### src/rtl/regfile_wb_arbiter.sv
// Write-back arbiter for a two-source register file (ALU = A, load unit = B).
// Round-robin grant between the two requesters, a registered one-hot write
// port, and a pending-write scoreboard with a combinational hazard query.
module regfile_wb_arbiter #(
   parameter int unsigned XLEN = 32
) (
   input  logic            clk,
   input  logic            rst_n,
   input  logic            a_valid,
   output logic            a_ready,
   input  logic [4:0]      a_rd,
   input  logic [XLEN-1:0] a_data,
   input  logic            b_valid,
   output logic            b_ready,
   input  logic [4:0]      b_rd,
   input  logic [XLEN-1:0] b_data,
   input  logic            issue_valid,
   input  logic [4:0]      issue_rd,
   input  logic [4:0]      rs1,
   input  logic [4:0]      rs2,
   output logic [31:0]     wen,
   output logic [4:0]      wsel,
   output logic [XLEN-1:0] wdata,
   output logic [31:0]     busy,
   output logic            hazard
);

   typedef enum logic {
      PRIO_A = 1'b0,
      PRIO_B = 1'b1
   } prio_e;

   prio_e            prio_q, prio_d;
   logic [31:0]      wen_q, wen_d;
   logic [4:0]       wsel_q, wsel_d;
   logic [XLEN-1:0]  wdata_q, wdata_d;
   logic [31:0]      busy_q, busy_d;

   logic             xfer;
   logic [4:0]       g_rd;
   logic [XLEN-1:0]  g_data;

   // Grants: the prioritised requester wins a conflict; nothing granted in reset.
   always_comb begin
      a_ready = rst_n && a_valid && (!b_valid || (prio_q == PRIO_A));
      b_ready = rst_n && b_valid && (!a_valid || (prio_q == PRIO_B));
   end

   // Next-state: priority flip, registered write port and scoreboard update.
   always_comb begin
      prio_d  = prio_q;
      wen_d   = '0;
      wsel_d  = wsel_q;
      wdata_d = wdata_q;
      busy_d  = busy_q;
      xfer    = a_ready || b_ready;
      g_rd    = a_ready ? a_rd   : b_rd;
      g_data  = a_ready ? a_data : b_data;

      if (xfer) begin
         prio_d  = a_ready ? PRIO_B : PRIO_A;
         wsel_d  = g_rd;
         wdata_d = g_data;
         if (g_rd != 5'd0) begin
            wen_d[g_rd] = 1'b1;
         end
         busy_d[g_rd] = 1'b0;
      end

      // Applied after the clear so a same-index issue keeps the bit set.
      if (issue_valid && (issue_rd != 5'd0)) begin
         busy_d[issue_rd] = 1'b1;
      end
      busy_d[0] = 1'b0;
   end

   // State registers with synchronous active-low reset.
   always_ff @(posedge clk) begin
      if (!rst_n) begin
         prio_q  <= PRIO_A;
         wen_q   <= '0;
         wsel_q  <= '0;
         wdata_q <= '0;
         busy_q  <= '0;
      end else begin
         prio_q  <= prio_d;
         wen_q   <= wen_d;
         wsel_q  <= wsel_d;
         wdata_q <= wdata_d;
         busy_q  <= busy_d;
      end
   end

   assign wen    = wen_q;
   assign wsel   = wsel_q;
   assign wdata  = wdata_q;
   assign busy   = busy_q;
   assign hazard = busy_q[rs1] || busy_q[rs2];

endmodule

### config.mk
export PLATFORM = sky130hd
export DESIGN_NAME = regfile_wb_arbiter
export DESIGN_NICKNAME = d
export VERILOG_FILES = /design/src/rtl/regfile_wb_arbiter.sv
export SDC_FILE = /design/constraint.sdc
export NUM_CORES = 1
export LEC_CHECK = 0
export ABC_AREA = 1
export BUFFER_PORTS_ARGS = -buffer_cell sky130_fd_sc_hd__clkbuf_2
export CAP_MARGIN = 20
export CORE_MARGIN = 4
export CORE_UTILIZATION = 35
export CTS_CLUSTER_DIAMETER = 80
export DETAILED_ROUTE_END_ITERATION = 6
export PLACE_DENSITY = 0.64
export SETUP_SLACK_MARGIN = 0.3
export SLEW_MARGIN = 30
export SYNTH_ARGS = -nofsm -noshare
export SYNTH_HDL_FRONTEND = slang
export SYNTH_SLANG_ARGS = --single-unit
### constraint.sdc
create_clock -name clk -period 4.8 [get_ports clk]
set_clock_uncertainty 0.15 [all_clocks]
set_input_delay 0.24 -clock clk [delete_from_list [all_inputs] [get_ports clk]]
set_output_delay 0.24 -clock clk [all_outputs]
set_load 0.01 [all_outputs]
# Word level (Yosys, flattened, before mapping)
# Index checks and enable logic that the tools add are counted.
dict set report totals {
  reg_bits 102
  latch_bits 0
  ram_bits 0
  romBits 0
  in_bits 94
  output_inout_bits 104
  memories 0
}
dict set report op_classes {
  addsub 0
  n_mul 0
  div 0
  magnitude_cmp 6
  n_eq_ne 0
  shifts 0
  muxes 13
  bitwise 4
  n_reduce_logical 16
}
# cell n
set ops {}
lappend ops {{$mux 32} 3}
lappend ops {{$and 32x32->32} 1}
lappend ops {{$not 32->32} 1}
lappend ops {{$or 32x32->32} 1}
lappend ops {{$lt 5x6->1 const B} 4}
lappend ops {{$bmux 1 s5} 2}
lappend ops {{$demux 1 s5} 2}
lappend ops {{$ge 5x1->1 const B} 2}
lappend ops {{$reduce_bool 5->1} 2}
lappend ops {{$logic_and 1x1->1} 7}
lappend ops {{$mux 1} 5}
lappend ops {{$mux 5} 1}
lappend ops {{$logic_or 1x1->1} 4}
lappend ops {{$reduce_and 3->1} 1}
lappend ops {{$logic_not 1->1} 2}
lappend ops {{$not 1->1} 1}

# Longest topological paths before layout
dict set report logic_depth {
  ltp_word 13
  ltp_mapped 12
  ltp_nobuf 11
}

# Worst setup path before layout
# Ideal clock, no wire load.
dict set report synth_timing {
  path_type {input-to-output}
  from {input rs1[0]}
  to {output hazard}
  t_arrival_ns 1.241
  t_required_ns 4.410
  slack_ns 3.169
  cell_stages 9
  n_path_buf 2
  path_cell_list {clkbuf_2 -> inv_1 -> clkbuf_1 -> nor2_1 -> o211ai_1 -> nand3_1 -> nand3_1 -> nand2_1 -> nand2_1}
}
dict set report synth_via {
  elab_chain_cells 3
}
# element line_no
set synth_lines {}
lappend synth_lines {{from (decl)} 19} ;# input logic [4:0] rs1,
lappend synth_lines {{$bmux 1 s5} 98} ;# assign hazard = busy_q[rs1] || busy_q[rs2];
lappend synth_lines {{$mux 1 (implied by the code)} 98}
lappend synth_lines {{$logic_or 1x1->1} 98}
lappend synth_lines {{to (decl)} 25} ;# output logic hazard
# Every way passes these cells. The select of a mux whose other input is x is not followed.

# Worst setup path after layout
dict set report layout_timing {
  from {input rst_n}
  to {register busy_q[19] (netlist: busy[19])}
}
dict set report layout_via {
  elab_chain_cells 12
  word_cells_on_any_way 16
  cone_classes {order compare: 2; mux: 5; bitwise: 3; reduce/logical: 6}
}
# element line_no
set layout_lines {}
lappend layout_lines {{from (decl)} 8} ;# input logic rst_n,
lappend layout_lines {{$logic_and 1x1->1 (2 in series)} 45} ;# a_ready = rst_n && a_valid && (!b_valid || (prio_q == PRIO_A));
lappend layout_lines {{$mux 5} 57} ;# g_rd = a_ready ? a_rd : b_rd;
lappend layout_lines {{$lt 5x6->1 (implied by the code) / $ge 5x1->1 (equally long branches)} 67} ;# busy_d[g_rd] = 1'b0;
lappend layout_lines {{$logic_and 1x1->1 (implied by the code)} 67}
lappend layout_lines {{$mux 1 (implied by the code)} 67}
lappend layout_lines {{$demux 1 s5} 67}
lappend layout_lines {{$not 32->32 (no source line)} n/a}
lappend layout_lines {{$and 32x32->32 (no source line)} n/a}
lappend layout_lines {{$mux 32} 60} ;# if (xfer) begin
lappend layout_lines {{$or 32x32->32 (no source line)} n/a}
lappend layout_lines {{$mux 32} 71} ;# if (issue_valid && (issue_rd != 5'd0)) begin
lappend layout_lines {{to (signal assigned)} 90} ;# busy_q <= busy_d;
lappend layout_lines {{to (decl)} 37} ;# logic [31:0] busy_q, busy_d;
# Parallel ways exist; a longest one is shown, timed or not.
# A chain may end at the register's enable or synchronous reset.

==> results.py <==
metrics = {
    "clock_tree": {
        "cts_tree": "yes",
        "post-cts-setup-buffers": 0,
        "ctsLongestPathBuffers": 2,
        "cts-root-buf": "clkbuf_16",
        "cts_resized": 0,
        "htree_num_levels": 3,
        "cts.sinks": 101,
        "clk_latency_ns": 0.35,
        "cts_inserted_buffers": 9,
        "clkTransAtPathRegs_ns": 0.06,
        "hold_buffers": 0,
    },
    "detailed_routing": {
        "drt_iter0_drc": 383,
        "dr.pass1.iters": 5,
        "antenna_left": 0,
        "route.detailed.drc": 0,
        "avgRoutedWirePerCell_um": 14.6,
        "wirelength_um": 15100,
        "routed_via_density": 4.76,
        "num_vias": 4929,
    },
    "placement": {
        "place_congestion": 0.866,
        "io_buffers": 196,
        "hpwl_um": 11400,
        "post-place-ws_ns": 1.89,
    },
    "cells_and_area": {
        "drive_gt1_share_pct": 27.9,
        "utilization_pct": 47.0,
        "fillers": 1388,
        "syn_to_final_growth_pct": 29.5,
        "nets": 952,
    },
    "synthesis": {
        "synth_top_flop_cell": "dfxtp_1",
        "netlist_area_um2": 4650,
        "synth_top_area_cell": "dfxtp_1",
        "synth_area_leaders": "dfxtp_1 (43%), nand2_1 (17%), inv_1 (8.1%)",
        "yosysWarnings": 0,
        "async_reset_ff_share_pct": 0,
        "syn_area_per_cell_um2": 6.86,
        "synthCells": 678,
        "ys_types": 27,
        "yosysTopAreaCellShare_pct": 43.4,
        "ys_seq_area_share_pct": 43.4,
        "ys_ff_latch": 101,
        "synth_edf_count": 0,
    },
    "sta": {
        "fmax_ghz": 0.400,
        "finalHoldViolations": 0,
        "setup_tns_ns": 0,
        "slew_violations": 0,
        "worst_slack_ns": 2.30,
        "finalCritPeriodShare_pct": 52.1,
        "maxSlewHeadroom_pct": 47.2,
        "rsz0062_at_grt": "no",
        "timing.final.crit_period_ns": 2.50,
        "hold-worst-slack_ns": 0.0644,
        "setup_viol": 0,
        "worst_pin_slew_ns": 0.789,
    },
    "critical_path": {
        "cp.depth": 13,
        "arrival_ns": 2.56,
        "startpoint_type": "input pin",
        "cpPeakStageDelay_ns": 0.55,
        "crit_type": "in -> reg",
        "crit_family": "simple AND/OR/NAND/NOR gates",
        "critPathMostFrequentCell": "nand2_1",
        "cp_cell_sequence": "clkbuf_2 > buf_4 > nand2_2 > inv_2 > nand2_4 > inv_2 > nand2_1 > nand2_1 > nand2_1 > nor2_4 > nand2_1 > nand2_1 > a21oi_1",
        "cp_slowest_cell": "inv_2",
        "crit_required_ns": 4.86,
        "cp-end-kind": "register",
        "cp_max_fo": 45,
        "crit_buf_inv": 4,
        "rr_worst_depth": 10,
    },
    "floorplanning": {
        "die-width_um": 123,
        "rows": 41,
        "die_h_um": 123,
        "die_area_um2": 15200,
        "core_um2": 12800,
        "start_util_pct": 36.3,
        "io_pins": 198,
    },
    "pwr": {
        "seq_power_share_pct": 47.2,
        "p_sw_uw": 518,
        "peakVddDrop_uv": 247,
        "p_leak_nw": 3.31,
        "p_per_area_nw_per_um2": 315,
        "clkPwrFrac_pct": 37.3,
        "pwr-share-comb_pct": 15.5,
        "internal_power_mw": 1.38,
        "switching_share_pct": 27.4,
    },
    "global_route": {
        "grt_overflow": 0,
        "antenna_found_initial": 1,
        "grt_pass1_wl_um": 23700,
        "grt_pass1_vias": 4612,
        "grt_use_met2_pct": 32.0,
        "met1_usage_pct": 25.6,
        "grt_start_max_net_pins": 64,
        "use_met3_pct": 7.55,
        "grt-busiest-layer": "met2",
        "grt.total_usage_pct": 20.1,
    },
    "run": {
        "maxCapViolCount": 0,
    },
    "hold_path": {
        "min_path_type": "in -> reg",
        "min_delay_path_depth": 5,
    },
    "run_status": {
        "status": "finished clean",
    },
}
-- sequential cells by signal (all words and copies together) (netlist names) --
name and count:
wdata 32, wen 32, busy 31, wsel 5, prio_q 1
-- final timing paths --
kind / start / slack (ns) / endpoint
min: a_data[15] / 0.06 / wdata[15]
max: rst_n / 2.30 / busy[19]
min reg2reg: busy[4] / 0.35 / busy[4]
max reg2reg: prio_q / 2.43 / busy[19]
-- cells in the final DEF, fill, tap and decap left out, types with 4 or more instances in the layout --
master     Yosys  final
clkbuf_16      0      9
clkbuf_2       1    196
dfxtp_1      101    101
nor2_4         4      4
nor2_2         8      8
a21oi_1       34     34
nand2_1      216    215
nand2_2        6      7
o211ai_1      42     42
nand3_1       75     75
inv_1        101    100
nor2_1        27     27
inv_2          4      5
o21ai_0       14     14
-- synth_stat cells, types with 3 or more instances --
master      n
nand3_1    75
nor2_4      4
a21oi_1    34
nand4_1     3
o21ai_0    14
inv_1     101
dfxtp_1   101
nor2_1     27
clkbuf_1   13
buf_1       3
nor2_2      8
inv_2       4
nand2_2     6
nor3_1      3
buf_2      11
o211ai_1   42
nand2_1   216
-- metrics by stage --
stage / power (mW) / instance area (um2) / std cells
after global placement: 1.21 / 5730 / 1019
after CTS: 1.92 / 6020 / 1035
after global routing: 1.99 / 6030 / 1036
after detailed placement: 1.21 / 5730 / 1019
final: 1.90 / 6030 / 1036
after floorplan: 1.09 / 4660 / 679
-- logic make-up (layout without fill, tap and decap cells) --
kind of cell	count (synthesis)	after routing	synth area share [%]
DFF	101	101	43.4
and+or+nand+nor	343	343	31.5
buffers and inverters	137	321	11.6
AOI/OAI and AO/OA	96	96	13.4
other	1	3	0.0806
-- power groups by stage --
stage	clock network (mW)	registers [mW]	logic, mW
3_5_place_dp	0	0.912	0.295
5_1_grt	0.766	0.898	0.328
6_report	0.708	0.894	0.293
3_3_place_gp	0	0.913	0.293
4_1_cts	0.731	0.894	0.295
2_1_floorplan	0	0.926	0.159
-- worst register-to-register path, cell delays in order, from the launching register on --
cell and delay, ns:
dfxtp_1 0.32, nand2_1 0.14, nand2_4 0.30, inv_2 0.55, nand2_1 0.11, nand2_1 0.08
nand2_1 0.08, nor2_4 0.26, nand2_1 0.12, nand2_1 0.08, a21oi_1 0.06
-- area by class of cell --
| class | instances | area [um2] | share of cell area, % |
|---|---|---|---|
| multi-input combinational | 441 | 2100 | 34.8 |
| sequential | 101 | 2020 | 33.6 |
| antenna | 1 | 2.50 | 0.0415 |
| tap | 172 | 215 | 3.57 |
| clock buffer | 14 | 274 | 4.55 |
| timing repair buffer | 198 | 996 | 16.5 |
| inverter | 107 | 402 | 6.67 |
| clock inverter | 2 | 16.3 | 0.270 |
-- metal layers --
| metal | wire, um | vias to the layer above | part of all wire, % |
|---|---|---|---|
| li1 | - | 2510 | - |
| met5 | 0 | - | 0 |
| met2 | 6940 | 203 | 46 |
| met3 | 1600 | 18 | 11 |
| met1 | 6350 | 2198 | 42 |
| met4 | 204 | 0 | 1.4 |
(Power assumes the default switching activity.)
